[src/rtl/hdmi_island_scheduler.sv]
// HDMI channel-period scheduler: for each pixel it selects control, video
// preamble/guard, data-island preamble/guard or packet payload. Every output
// is registered, so the value seen in cycle n+1 reflects the inputs sampled
// in cycle n.
module hdmi_island_scheduler #(
    parameter int unsigned H_ACTIVE     = 640,
    parameter int unsigned H_TOTAL      = 800,
    parameter int unsigned V_ACTIVE     = 480,
    parameter int unsigned V_TOTAL      = 525,
    parameter int unsigned ISLAND_START = 652,
    parameter int unsigned MAX_PKTS     = 2
) (
    input  logic       pixel_clk,
    input  logic       reset,
    input  logic       island_en,
    input  logic [9:0] counterX,
    input  logic [9:0] counterY,
    input  logic       hSync,
    input  logic       vSync,
    input  logic       vde,
    input  logic       pkt_valid,
    output logic       pkt_ready,
    output logic [4:0] pkt_word_idx,
    output logic       hsync_o,
    output logic       vsync_o,
    output logic       vde_o,
    output logic       ade,
    output logic [3:0] ctl,
    output logic       vid_gb,
    output logic       dat_gb,
    output logic       err_abort
);

    // Islands are only started when the geometry leaves room for them.
    localparam bit CFG_OK = (ISLAND_START >= H_ACTIVE + 12) &&
                            (MAX_PKTS >= 1) && (MAX_PKTS <= 2);

    localparam logic [9:0] X_ISLAND   = 10'(ISLAND_START);
    localparam logic [9:0] X_VPRE_LO  = 10'(H_TOTAL - 10);
    localparam logic [9:0] X_VPRE_HI  = 10'(H_TOTAL - 3);
    localparam logic [9:0] X_VGB_LO   = 10'(H_TOTAL - 2);
    localparam logic [9:0] X_VGB_HI   = 10'(H_TOTAL - 1);
    localparam logic [9:0] Y_LAST     = 10'(V_TOTAL - 1);
    localparam logic [9:0] Y_PRE_ACT  = 10'(V_ACTIVE - 1);
    localparam logic [1:0] MAX_P      = 2'(MAX_PKTS);

    localparam logic [3:0] CTL_VIDEO  = 4'b0001;
    localparam logic [3:0] CTL_ISLAND = 4'b0101;

    typedef enum logic [2:0] {
        S_IDLE,
        S_PRE,
        S_LGB,
        S_DATA,
        S_TGB
    } state_t;

    state_t     state_q;
    logic [2:0] cnt_q;
    logic [4:0] idx_q;
    logic [1:0] pkt_cnt_q;
    logic       more_q;
    logic       armed_q;

    logic       pre_line;
    logic [3:0] vid_ctl;
    logic       vid_gb_w;
    logic       start;

    // Video preamble/guard window, independent of the island FSM.
    always_comb begin
        vid_ctl  = '0;
        vid_gb_w = 1'b0;
        pre_line = (counterY == Y_LAST) || (counterY < Y_PRE_ACT);
        if (pre_line) begin
            if (counterX >= X_VPRE_LO && counterX <= X_VPRE_HI) vid_ctl = CTL_VIDEO;
            if (counterX >= X_VGB_LO && counterX <= X_VGB_HI)   vid_gb_w = 1'b1;
        end
        start = CFG_OK && armed_q && (counterX == X_ISLAND) && !vde &&
                island_en && pkt_valid;
    end

    // Island FSM with registered outputs; the state holds what was emitted last.
    always_ff @(posedge pixel_clk or posedge reset) begin
        if (reset) begin
            state_q      <= S_IDLE;
            cnt_q        <= '0;
            idx_q        <= '0;
            pkt_cnt_q    <= '0;
            more_q       <= 1'b0;
            armed_q      <= 1'b0;
            pkt_ready    <= 1'b0;
            pkt_word_idx <= '0;
            hsync_o      <= 1'b0;
            vsync_o      <= 1'b0;
            vde_o        <= 1'b0;
            ade          <= 1'b0;
            ctl          <= '0;
            vid_gb       <= 1'b0;
            dat_gb       <= 1'b0;
            err_abort    <= 1'b0;
        end else begin
            hsync_o      <= hSync;
            vsync_o      <= vSync;
            vde_o        <= vde;
            pkt_ready    <= 1'b0;
            pkt_word_idx <= '0;
            ade          <= 1'b0;
            ctl          <= vid_ctl;
            vid_gb       <= vid_gb_w;
            dat_gb       <= 1'b0;
            err_abort    <= 1'b0;

            if (counterX == '0) armed_q <= 1'b1;

            if (state_q != S_IDLE && vde) begin
                // Active video has priority: drop the island without a pop.
                state_q   <= S_IDLE;
                cnt_q     <= '0;
                idx_q     <= '0;
                pkt_cnt_q <= '0;
                more_q    <= 1'b0;
                err_abort <= 1'b1;
            end else begin
                case (state_q)
                    S_IDLE: begin
                        if (start) begin
                            state_q <= S_PRE;
                            cnt_q   <= '0;
                            armed_q <= 1'b0;
                            ctl     <= CTL_ISLAND;
                        end
                    end
                    S_PRE: begin
                        if (cnt_q == 3'd7) begin
                            state_q <= S_LGB;
                            cnt_q   <= '0;
                            dat_gb  <= 1'b1;
                        end else begin
                            cnt_q <= cnt_q + 3'd1;
                            ctl   <= CTL_ISLAND;
                        end
                    end
                    S_LGB: begin
                        if (cnt_q == 3'd1) begin
                            state_q   <= S_DATA;
                            cnt_q     <= '0;
                            idx_q     <= '0;
                            pkt_cnt_q <= 2'd1;
                            more_q    <= 1'b0;
                            ade       <= 1'b1;
                        end else begin
                            cnt_q  <= cnt_q + 3'd1;
                            dat_gb <= 1'b1;
                        end
                    end
                    S_DATA: begin
                        if (idx_q == 5'd31) begin
                            if (more_q) begin
                                idx_q     <= '0;
                                pkt_cnt_q <= pkt_cnt_q + 2'd1;
                                more_q    <= 1'b0;
                                ade       <= 1'b1;
                            end else begin
                                state_q <= S_TGB;
                                cnt_q   <= '0;
                                dat_gb  <= 1'b1;
                            end
                        end else begin
                            idx_q        <= idx_q + 5'd1;
                            pkt_word_idx <= idx_q + 5'd1;
                            ade          <= 1'b1;
                            // Word 31 goes out now: pop and decide on a follow-up packet.
                            if (idx_q == 5'd30) begin
                                pkt_ready <= pkt_valid;
                                more_q    <= pkt_valid && (pkt_cnt_q < MAX_P);
                            end
                        end
                    end
                    S_TGB: begin
                        if (cnt_q == 3'd1) begin
                            state_q   <= S_IDLE;
                            cnt_q     <= '0;
                            pkt_cnt_q <= '0;
                        end else begin
                            cnt_q  <= cnt_q + 3'd1;
                            dat_gb <= 1'b1;
                        end
                    end
                    default: begin
                        state_q <= S_IDLE;
                        cnt_q   <= '0;
                    end
                endcase
            end
        end
    end

endmodule

[config.mk]
export PLATFORM = sky130hd
export DESIGN_NAME = hdmi_island_scheduler
export DESIGN_NICKNAME = d
export VERILOG_FILES = /design/src/rtl/hdmi_island_scheduler.sv
export SDC_FILE = /design/constraint.sdc
export NUM_CORES = 1
export LEC_CHECK = 0
export ABC_CLOCK_PERIOD_IN_PS = 1800
export CORE_MARGIN = 5
export CORE_UTILIZATION = 40
export CTS_CLUSTER_SIZE = 20
export DETAILED_ROUTE_END_ITERATION = 10
export PLACE_DENSITY_LB_ADDON = 0.08
export SYNTH_ARGS = -nofsm -noshare
export SYNTH_HDL_FRONTEND = slang
export SYNTH_SLANG_ARGS = --single-unit
[constraint.sdc]
create_clock -name pixel_clk -period 1.8 [get_ports pixel_clk]
set_input_delay 0.27 -clock pixel_clk [delete_from_list [all_inputs] [get_ports pixel_clk]]
set_output_delay 0.27 -clock pixel_clk [all_outputs]
set_load 0.005 [all_outputs]
**Word-level counts from Yosys, hierarchy flattened**

Cells that the tools add are included.

- $add $sub $neg: 3
- Magnitude comparators: 6
- Equal/unequal tests: 19
- Mux-type cells: 62
- Reductions and logical operators: 21

Operators with widths:

| cell | number |
|---|---|
| 3-bit 2-to-1 mux | 13 |
| 5-bit 2-to-1 mux | 7 |
| 1-bit 2-to-1 mux | 25 |
| 3-bit inequality test, second input constant | 7 |
| 10-bit equality test, second input constant | 2 |
| 10-bit greater-or-equal comparator, second input constant | 2 |
| 10-bit less-or-equal comparator, second input constant | 2 |
| 4-bit 2-to-1 mux | 4 |
| 3-bit one-hot mux with 5 select lines | 1 |
| 3-bit one-hot mux with 4 select lines | 1 |
| 5-bit equality test, second input constant | 2 |
| 10-bit logical NOT | 1 |
| 10-bit by 9-bit less-than comparator with 1-bit output, second input constant | 1 |
| 2-bit 2-to-1 mux | 5 |
| 5-bit one-hot mux with 2 select lines | 1 |
| 3-bit AND reduction | 3 |
| 1-bit logical AND | 8 |
| 4-bit inequality test, second input constant | 2 |
| 4-bit one-hot mux with 2 select lines | 1 |
| 3-bit by 1-bit equality test with 1-bit output, second input constant | 2 |
| 3-bit by 2-bit equality test with 1-bit output, second input constant | 2 |
| 3-bit equality test, second input constant | 2 |
| 2-bit one-hot mux with 3 select lines | 1 |
| 6-bit AND reduction | 1 |
| other kinds (13) | 15 |

- Flip-flop bits (word level): 32
- Input port bits: 27

**Longest topological paths before layout**

- Word-level depth: 8
- Depth in mapped cells: 8

**Worst setup path before layout**

Ideal clock, no wire load.

- Path type: flip-flop to flip-flop
- Start: register idx_q[0]
- End: register idx_q[4]
- Library setup time: 125 ps
- Arrival time: 1739 ps
- Required time: 1675 ps
- Setup slack: -63 ps
- Cell stages (with the launch flop): 8
- Clock period less this slack: 1863 ps
- Path through: dfrtp_1 ha_1 and3_1 ha_1 and3b_1 a21oi_1 a21oi_2 mux2_2

- Cells in the longest elaborated chain, start to end: 4

RTL lines:

| what | line | RTL |
|---|---|---|
| start: declaration | 60 | `logic [4:0] idx_q;` |
| start signal: assignment | 170 | `idx_q <= idx_q + 5'd1;` |
| 5-bit by 1-bit adder with 5-bit output / 5-bit equality test (equally long branches) | 170, 158 |  |
| 5-bit 2-to-1 mux | 158 | `if (idx_q == 5'd31) begin` |
| 5-bit one-hot mux with 2 select lines | 125 | `case (state_q)` |
| 5-bit 2-to-1 mux | 116 | `if (state_q != S_IDLE && vde) begin` |

Several ways; a longest one is shown, not always the timed one.
A chain may end at the register's enable or synchronous reset.

**Final worst setup path**

- Start: register idx_q[1]
- End: register idx_q[4]

The elaborated chain is that of the path after synthesis.

==> impl_table.tex <==
\begin{tabular}{lr}
\hline
Metric & Value \\
\hline
\multicolumn{2}{l}{\textbf{Drt}} \\
Violation count after the first detailed-route iteration & 65 \\
Detailed-route via count & $\sim$1400 \\
Vias per std cell & approximately 5.1 \\
Number of routed nets with antenna violations & 0 \\
Overall routed net length & approximately 4000 um \\
Wirelength per Cell & 14.53 um \\
Drt drc & 0 \\
Number of iterations in the first detailed-routing pass & 4 \\
\multicolumn{2}{l}{\textbf{Global route}} \\
Sum of overflow across all layers after global routing & 0 \\
Wire length of the first global-routing pass & 6334 um \\
Initial antenna violation count & 0 \\
Maximum number of pins on one net before global-route repair & 31 \\
Vias in the first global route & 1451 \\
Overall global routing resource usage & between 10\% and 20\% \\
\multicolumn{2}{l}{\textbf{Yosys}} \\
Library cells used by synthesis & 49 \\
Yosys warnings & 0 \\
Async S/R FF share, synth & 100.0\% \\
Cell type with the highest aggregate area in the netlist & sky130\_fd\_sc\_hd\_\_dfrtp\_1 \\
Cell with the most instances after synthesis & sky130\_fd\_sc\_hd\_\_dfrtp\_1 \\
Post-synthesis cell count & 156 \\
Top cell types by occurrence after synthesis & sky130\_fd\_sc\_hd\_\_dfrtp\_1, sky130\_fd\_sc\_hd\_\_nor2\_1, sky130\_fd\_sc\_hd\_\_nand2\_1 \\
Average instance area after synthesis & roughly 10 um\^{}2 \\
Area of the mapped netlist & 0.001559 mm\^{}2 \\
Post-synth top flop & sky130\_fd\_sc\_hd\_\_dfrtp\_1 \\
Top cells by area in the synthesized netlist & sky130\_fd\_sc\_hd\_\_dfrtp\_1, sky130\_fd\_sc\_hd\_\_ha\_1, sky130\_fd\_sc\_hd\_\_nor2\_1 \\
Number of register bits inferred by synthesis & 30 \\
Number of synthesized flops with an enable pin & 0 \\
Top cell type's share of synthesized area & between 40\% and 50\% \\
Sequential cell area fraction in the yosys report & 48.15\% \\
\multicolumn{2}{l}{\textbf{Layout}} \\
Post-layout nets & 258 \\
Fraction of final layout cells sized beyond drive strength 1 & between 20\% and 30\% \\
Final standard cell area without fillers & 0.002364 mm\^{}2 \\
Final core area utilization & 63.60\% \\
Antenna diode count & 0 \\
Layout overhead on the synthesized area & 51.61\% \\
\multicolumn{2}{l}{\textbf{Timing}} \\
Setup repair after global routing missed its margin & yes \\
Min cycle time layout & between 1500 and 2000 ps \\
Final sum of negative setup slack & 0 ps \\
Number of endpoints with negative hold slack in the final report & 0 \\
Crit share post-route & 99.02\% \\
Max Clock Skew & 8.281 ps \\
Upper clock frequency limit & between 0.5 and 0.6 GHz \\
Endpoints failing setup & 0 \\
Max-slew violations & 0 \\
\multicolumn{2}{l}{\textbf{Clock network}} \\
Deepest level of the CTS H-tree & 2 \\
Buffer cell driving the clock tree root & sky130\_fd\_sc\_hd\_\_clkbuf\_8 \\
TritonCTS clock tree & done \\
TritonCTS Sinks & 30 \\
Number of buffers created by CTS & 5 \\
Clock-pin transition on the worst setup and hold timing paths & approximately 70 ps \\
Count of hold buffers inserted by post-cts repair & 0 \\
Clock buffer depth & 2 \\
Later-pin clock latency in the skew report & 280 ps \\
\multicolumn{2}{l}{\textbf{Worst setup path}} \\
Worst setup EP type & flip-flop \\
Arrival time worst endpoint & 1950 ps \\
Worst-path maximum fanout & 4 \\
Cell type of the slowest stage on the worst timing path & sky130\_fd\_sc\_hd\_\_dfrtp\_1 \\
Cell seen most often among critical-path stages & sky130\_fd\_sc\_hd\_\_a21oi\_4 \\
Data required time of the critical path & 1970 ps \\
Total buffers and inverters traversed by the critical path & 0 \\
Maximum cell stage delay along the critical path & 390 ps \\
Crit path cell chain & ha\_2 -> and3\_4 -> ha\_4 -> and3b\_2 -> a21oi\_4 -> a21oi\_4 -> mux2\_4 \\
Kind of launch point of the worst setup path & flip-flop \\
Type of the worst setup path & flip-flop to flip-flop \\
Worst path top cell family by delay & flip-flops \\
\multicolumn{2}{l}{\textbf{Die}} \\
Horizontal extent of the die & 72.43 um \\
Full die area & 0.005246 mm\^{}2 \\
Core region area & 0.003716 mm\^{}2 \\
Floorplan row count & 22 \\
Number of top-level pins & 44 \\
Die Height & $\sim$72 um \\
Initial core utilization & between 40\% and 50\% \\
\multicolumn{2}{l}{\textbf{Flow run}} \\
Max-cap violations & 0 \\
\multicolumn{2}{l}{\textbf{Worst hold path}} \\
Type of the tightest min-delay check & input port to asynchronous set/reset pin \\
\multicolumn{2}{l}{\textbf{Placement}} \\
Half-perimeter wire length after detailed placement & 3018 um \\
Area post-placement & between 0.002 and 0.0025 mm\^{}2 \\
Placer's final routability congestion estimate & $\sim$0.85 \\
Port Buffers & a little over 40 \\
\multicolumn{2}{l}{\textbf{Run status}} \\
Outcome & finished, final reports clean \\
\multicolumn{2}{l}{\textbf{Power and ir drop}} \\
Power per standard cell area & 846.4 mW/mm\^{}2 \\
Static leakage power & 0.001077 uW \\
Power Internal & between 1000 and 1500 uW \\
Gate power share & 31.7\% \\
Maximum resistive drop on vdd & about 0.51 mV \\
Clock Power Share & 28.3\% \\
Net switching power of the design & between 600 and 700 uW \\
Sw frac & 31.60\% \\
Sequential share of power & 40.0\% \\
\hline
\end{tabular}
==> kinds of logic after synthesis <==
group | after synthesis | synth area share (%)
muxes | 4 | 2.649
buffers and inverters | 14 | 4.334
AOI/OAI and AO/OA | 33 | 14.29
adders and majority gates | 6 | 4.815
xor gates and xnor gates | 3 | 1.686
other | 1 | 0.2405
DFF | 30 | 48.15
and+or+nand+nor | 65 | 23.84
==> registers in the layout (all words and copies together), names as in the netlist, 2 cells and up <==
register,cells
cnt_q,3
ctl,2
idx_q,5
pkt_cnt_q,2
pkt_word_idx,5
state_q,3
==> final timing paths <==
| kind | cells after the start | slack, ps | from | endpoint |
|---|---|---|---|---|
| max | 7 | 20 | idx_q[1] | idx_q[4] |
| min | 3 | 360 | reset | pkt_word_idx[2] |
| max reg2reg | 7 | 20 | idx_q[1] | idx_q[4] |
| min reg2reg | 2 | 510 | armed_q | armed_q |
| max in group asynchronous | 3 | 1160 | reset | cnt_q[0] |
| min in group pixel_clk | 1 | 420 | vSync | vsync_o |
==> metal layers <==
layer	part of all wire, %	track usage, %	up-vias
met1	39	16.42	684
li1	-	-	693
met2	55	28.82	26
met4	1.9	5.738	0
met5	0	0	-
met3	4.2	4.709	8
==> through the flow <==
stage	cells	setup WS, ps	hold slack, ps	total power (uW)
after floorplan	157	17.42	301.4	1139
after detailed placement	262	-158.8	498.0	1375
after global placement	262	-66.17	497.8	1354
final	274	17.58	361.0	2001
after CTS	272	14.71	379.0	1982
after global routing	274	-37.48	408.4	2116
==> power by group through the flow <==
stage | logic (uW) | registers [uW] | clock network [uW]
floorplan | 359 | 780 | 0
global route | 693 | 811 | 612
CTS | 601 | 799 | 582
finish | 634 | 801 | 566
detailed placement | 564 | 811 | 0
global placement | 544 | 809 | 0
==> tightest hold or removal path: cells and delay by family <==
family	cells	cell delay, ps
buffers and inverters	3	790
==> repair_timing <==
item,in CTS,in global routing
setup buffers,2,2
setup endpoints to repair,4,9
resized for setup,5,4
cloned,0,0
pin swaps,3,2
==> final cells by class <==
cell class / count / area (um^2)
multi-input cells: 113 / 814.5
well taps: 48 / 60.06
flip-flops and latches: 30 / 750.7
fillers: 324 / 1353
clock buffers: 6 / 82.58
repair buffers: 68 / 616.8
inverters: 7 / 26.28
clock inverters: 2 / 12.51
==> cells in the final DEF (no fill, tap or decap), drive strengths merged, types with 2 or more instances in the layout <==
cell,n
nand3b,2
nand2,9
nor2b,3
nor3b,2
a31oi,2
a21o,2
and2,4
and4bb,2
ha,6
inv,7
nand2b,6
a21oi,7
xor2,3
dfrtp,30
nor2,14
nor4,2
clkbuf,6
nand3,5
nand4,3
conb,2
or3,2
clkdlybuf4s50,41
nor3,4
buf,27
and3,3
o21ai,9
o22ai,2
mux2i,3
(Power assumes the default switching activity.)
==> RTL change 1: new RTL, same flow settings <==
Encoding of `state_t`: now one-hot (5 bits for 5 states).
--- a/src/rtl/hdmi_island_scheduler.sv
+++ b/src/rtl/hdmi_island_scheduler.sv
@@ -47,12 +47,12 @@
     localparam logic [3:0] CTL_VIDEO  = 4'b0001;
     localparam logic [3:0] CTL_ISLAND = 4'b0101;
 
-    typedef enum logic [2:0] {
-        S_IDLE,
-        S_PRE,
-        S_LGB,
-        S_DATA,
-        S_TGB
+    typedef enum logic [4:0] {
+        S_IDLE = 5'b00001,
+        S_PRE  = 5'b00010,
+        S_LGB  = 5'b00100,
+        S_DATA = 5'b01000,
+        S_TGB  = 5'b10000
     } state_t;
 
     state_t     state_q;
Behaviour: no difference found for any inputs over 10 cycles, from zero or initial values and one cycle with reset high; not proved beyond that.
==> RTL change 1 against the original RTL <==
  * Sequential cell count up 2
  * Sequential share of layout area up 0.23 points
  * Wire length rose by 12%
  * Synthesized area is 7.2% higher
  * Setup slack worse by 0.017 ns
  * Cell area grew 6.2%
  * Critical endpoint unchanged
  * Highest routed layer unchanged
Power is not compared: it rests on default switching activity, and its combinational part moved more than twofold at a synthesized area within 25%.
==> RTL change 1: results (changes against the original RTL) <==
[run_status]
outcome = complete, no violations

[finish]
top_regs = idx_q: 5 flops, pkt_word_idx: 5 flops, state_q: 5 flops
nets = 270  ; +4.7%
fillCellCount = 353  ; +9.0%
post_route_cells_drive_above_1_share_pct = 26.5  ; +3.9 points

[setup_path]
cp_data_arrival_time_ns = 1.98  ; +0.03 ns
slowest_stage = dfstp_2
critical-path-top-delay-family = flip-flops
critPathMaxFanout = 4  ; unchanged
max_stage_delay_ns = 0.54  ; +0.15 ns

[logic_synthesis]
synth_fa_ha_area_share_pct = 4.49  ; -0.32 points
ys_types = 51  ; +4.1%
synth.area.top_cells = dfrtp_1, ha_1, nor2_1
ys_async_sr_fraction_pct = 100  ; unchanged
synth_xor_area_share_pct = 2.10  ; +0.41 points
seq_area_frac_synth_pct = 48.0  ; -0.18 points
synthMuxAreaShare_pct = 2.77  ; +0.12 points
synth_commonest_cells = dfrtp_1, nor2_1, inv_1
synth_compound_area_share_pct = 14.7  ; +0.38 points
ys_warn_count = 0  ; unchanged

[cts]
root_buffer = clkbuf_8
insertion_delay_ns = 0.29
cts_buffers = 5  ; unchanged

[power]
internal_power_mw = 1.20
peakVddDrop_mv = 0.459

[route]
drt_iter0_markers = 73  ; +12%
wl_met2_um = 2300  ; +4.8%
viasPerCell = 5.30  ; +2.9%
wl_met1_um = 1900  ; +23%
wl_met3_um = 166  ; unchanged
dr.pass1.iters = 4  ; unchanged
routed_wl_um = 4480  ; +12%
highest_layer = met4

[worst_hold_path]
hp-class = in -> async

[grt]
grt_pass1_vias = 1585  ; +9.2%
grt_max_degree = 33  ; +6.5%
gr-usage-met1_pct = 23.5  ; +7.0 points
gr-usage-met2_pct = 29.3  ; +0.45 points
grt_usage_pct = 18.1  ; +2.6 points
grt_pass1_wl_um = 7560  ; +19%
antenna_found_initial = 0  ; unchanged
gr-usage-met3_pct = 4.67  ; -0.036 points

[place]
place_congestion = 0.899  ; +6.0%
pre_cts_slack_ns = -0.128  ; +0.0307 ns
place_hpwl_um = 3410  ; +13%
io_buffer_count = 41  ; unchanged

[timing]
finClkSkew_ns = 0.00376  ; -0.00452 ns

[RTL change 1: cell count changes after synthesis, sizes merged, moves of 3 or more]
cell    before  now
clkbuf       1    4
xor2         3    0
a21oi        7    4
inv          7   10
nand4        3    6
buf          6    3
o22ai        2    5
xnor2        0    4
and2         4    0
nand2b       6    0
[RTL change 1: metrics by stage]
stage	instances	setup TNS (ns)	power [mW]	hold WS, ns	area (sq um)
2_1_floorplan	165	-0.0518	0.767	0.301	1680
3_5_place_dp	276	-0.361	0.852	0.485	2320
6_report	288	0	1.52	0.369	2510
4_1_cts	284	0	1.54	0.376	2440
3_3_place_gp	276	-0.00696	0.848	0.496	2320
5_1_grt	288	-0.153	1.58	0.413	2510
[RTL change 1: worst register-to-register path: stages (launching register included)]
cell and delay [ns]:
dfstp_2 0.54, or4b_4 0.51, o21ai_4 0.22, o211ai_4 0.12, mux2_4 0.30
[RTL change 1: worst paths after layout]
kind	end	startpoint	slack, ns	cells after the start
max reg2reg	idx_q[4]	state_q[0]	0.0001	4
max in group asynchronous	state_q[0]	reset	1.10	3
min	vsync_o	reset	0.37	3
min in group pixel_clk	hsync_o	hSync	0.42	1
min reg2reg	armed_q	armed_q	0.49	2
max	idx_q[4]	state_q[0]	0.0001	4
[RTL change 1: cell type report]
| class | instances | area share [%] |
|---|---|---|
| sequential | 32 | 32.0 |
| clock inverter | 2 | 1.40 |
| clock buffer | 6 | 2.89 |
| timing repair buffer | 72 | 25.6 |
| tap | 50 | 2.49 |
| multi-input combinational | 116 | 34.1 |
| inverter | 10 | 1.49 |
[RTL change 1: timing repair]
| item | 4_1_cts | 5_1_grt |
|---|---|---|
| resized for setup | 3 | 13 |
| cloned | 0 | 0 |
| endpoints found under the setup margin | 7 | 9 |
| pin swaps | 1 | 4 |
| buffers inserted | 0 | 4 |
==> RTL change 2: new RTL, same flow settings <==
Made on the original files. Change the parameter `ISLAND_START` from 652 to 326.
--- a/src/rtl/hdmi_island_scheduler.sv
+++ b/src/rtl/hdmi_island_scheduler.sv
@@ -7,7 +7,7 @@
     parameter int unsigned H_TOTAL      = 800,
     parameter int unsigned V_ACTIVE     = 480,
     parameter int unsigned V_TOTAL      = 525,
-    parameter int unsigned ISLAND_START = 652,
+    parameter int unsigned ISLAND_START = 326,
     parameter int unsigned MAX_PKTS     = 2
 ) (
     input  logic       pixel_clk,
Check against the original RTL: not equivalent (a bounded check fails within 4 cycles, from zero or initial values and one cycle with reset high).
==> RTL change 2 against the original RTL <==
  * Synthesized area is 3.5% lower
  * Sequential cell count is 1 lower
  * Critical path depth is 1 lower
  * Wire length is 8.6% lower
  * Clock skew is 0.0022 ns lower
  * Setup slack worse by 0.014 ns
  * Global-route usage is 0.056 points higher
  * Critical endpoint is now more_q
  * Cell area is 4.0% lower
Power is not compared: it rests on default switching activity, and its combinational part moved more than twofold at a synthesized area within 25%.
==> RTL change 2: results (changes against the original RTL) <==
[place]
placed_area_sq_um = 2070  ; -5.5%
place_hpwl_um = 2820  ; -6.6%
pre_cts_slack_ns = -0.132  ; +0.0267 ns
place_congestion = 0.858  ; +1.1%
io_buffer_count = 39  ; -4.9%

[route]
viasPerCell = 5.24  ; +1.8%
routed_wl_um = 3640  ; -8.6%
vias = 1331  ; -5.7%
dr.pass1.iters = 7  ; +3
drt_iter0_markers = 66  ; +1.5%

[timing]
fmax_mhz = 557  ; -0.77%
finClkSkew_ns = 0.00605  ; -0.00223 ns

[logic_synthesis]
ys_async_sr_fraction_pct = 100  ; unchanged
syn-instance-count = 146  ; -6.4%
ys_warn_count = 0  ; unchanged
synth.area.top_cells = dfrtp_1, ha_1, o21ai_1
synth_commonest_cells = dfrtp_1, o21ai_1, inv_1, nand3_1, nor2_1
ys_types = 51  ; +4.1%
seq_area_frac_synth_pct = 48.3  ; +0.099 points

[grt]
grt_usage_pct = 15.6  ; +0.056 points
grt_pass1_wl_um = 6300  ; -0.55%
grt_pass1_vias = 1402  ; -3.4%
grt_max_degree = 30  ; -3.2%
antenna_found_initial = 0  ; unchanged

[setup_path]
endpoint = more_q
critPathMaxFanout = 6  ; +2
slowest_stage = or4_4
cp_data_arrival_time_ns = 2.01  ; +0.06 ns
max_stage_delay_ns = 0.54  ; +0.15 ns
timing.rr.start = idx_q[0]
reg2regPathDepth = 6  ; -1
critical-path-top-delay-family = simple AND/OR/NAND/NOR gates
ff2ff_setup_slack_ns = 0.004
crit_start = idx_q[0]

[cts]
cts_hold_buf = 0  ; unchanged
htree_levels = 2  ; unchanged
insertion_delay_ns = 0.28  ; about the same
cts_buffers = 5  ; unchanged
root_buffer = clkbuf_8
ctsLongestPathBuffers = 2  ; unchanged

[run_status]
outcome = complete, no violations

[finish]
diodes = 0  ; unchanged
top_regs = idx_q: 5 flops, pkt_word_idx: 5 flops
fillCellCount = 315  ; -2.8%
post_route_cells_drive_above_1_share_pct = 22.3  ; -0.24 points
nets = 238  ; -7.8%

[power]
leakage_nw = 1.05

[worst_hold_path]
hp-class = in -> async

## RTL change 2: cell count changes after synthesis, sizes merged, moves of 3 or more
| cell | before | now |
|---|---|---|
| a21o | 2 | 6 |
| nor2 | 14 | 8 |
| nand2b | 6 | 3 |
| o2bb2ai | 0 | 4 |
| nor3 | 4 | 1 |
| nand2 | 9 | 5 |
| nor4b | 0 | 3 |
| mux2i | 3 | 0 |
| and2 | 4 | 1 |
## RTL change 2: area by class of cell
class                           instances  area (sq um)  area share, %
Clock buffer                            5          68.8           3.03
Clock inverter                          3          65.1           2.87
Inverter                                8          30.0           1.32
Multi-Input combinational cell        103           783           34.5
Sequential cell                        29           726           32.0
Tap cell                               48          60.1           2.65
Timing Repair Buffer                   58           537           23.6
## RTL change 2: power by group
| group | total (mW) | switching (mW) | internal (mW) |
|---|---|---|---|
| clock network | 0.798 | 0.248 | 0.549 |
| logic | 0.284 | 0.133 | 0.151 |
| registers | 0.738 | 0.0402 | 0.698 |
| total | 1.82 | 0.422 | 1.40 |
## RTL change 2: worst min path at each step
stage                       to      from  depth (start not counted)
2_1_floorplan          hsync_o     hSync                          0
3_3_place_gp          cnt_q[0]  cnt_q[0]                          1
3_5_place_dp          cnt_q[0]  cnt_q[0]                          1
4_1_cts        pkt_word_idx[1]     reset                          3
5_1_grt        pkt_word_idx[1]     reset                          3
6_report       pkt_word_idx[0]     reset                          3
## RTL change 2: kinds of logic after synthesis
family          count (synthesis)  synth area share [%]
simple gates                   51                  20.6
compound gates                 40                  19.0
flops                          29                  48.3
buf+inv                        15                  4.49
fa+ha+maj                       6                  4.99
xor+xnor                        3                  1.75
other cells                     1                 0.249
mux                             1                 0.749
## RTL change 2: worst reg2reg max path, stage by stage (launching register included)
cell and delay (ns):
dfrtp_1 0.39, ha_2 0.20, and3_4 0.18, ha_4 0.16
or4_4 0.55, o2bb2ai_2 0.14, a22o_1 0.12
## RTL change 2: metrics by stage
stage          utilization (%)  power (mW)  setup TNS [ns]  hold slack [ns]
2_1_floorplan                -       0.886         -0.0696            0.301
3_3_place_gp              56.6        1.00          -0.152            0.501
3_5_place_dp              56.6        1.02          -0.231            0.515
4_1_cts                   60.9        1.82        -0.00238            0.372
5_1_grt                   62.0        1.90          -0.349            0.394
6_report                  62.0        1.82               0            0.358
## RTL change 2: layer usage
layer,global-route usage [%],share of wire (%)
met4,5.85,1.2
met3,5.89,6.2
met2,26.0,49
met5,0,0
met1,18.2,43
## RTL change 2: timing repair
action | in CTS | in global routing
pin swaps | 0 | 6
resized for setup | 5 | 7
endpoints found under the setup margin | 8 | 12
buffers inserted | 0 | 2
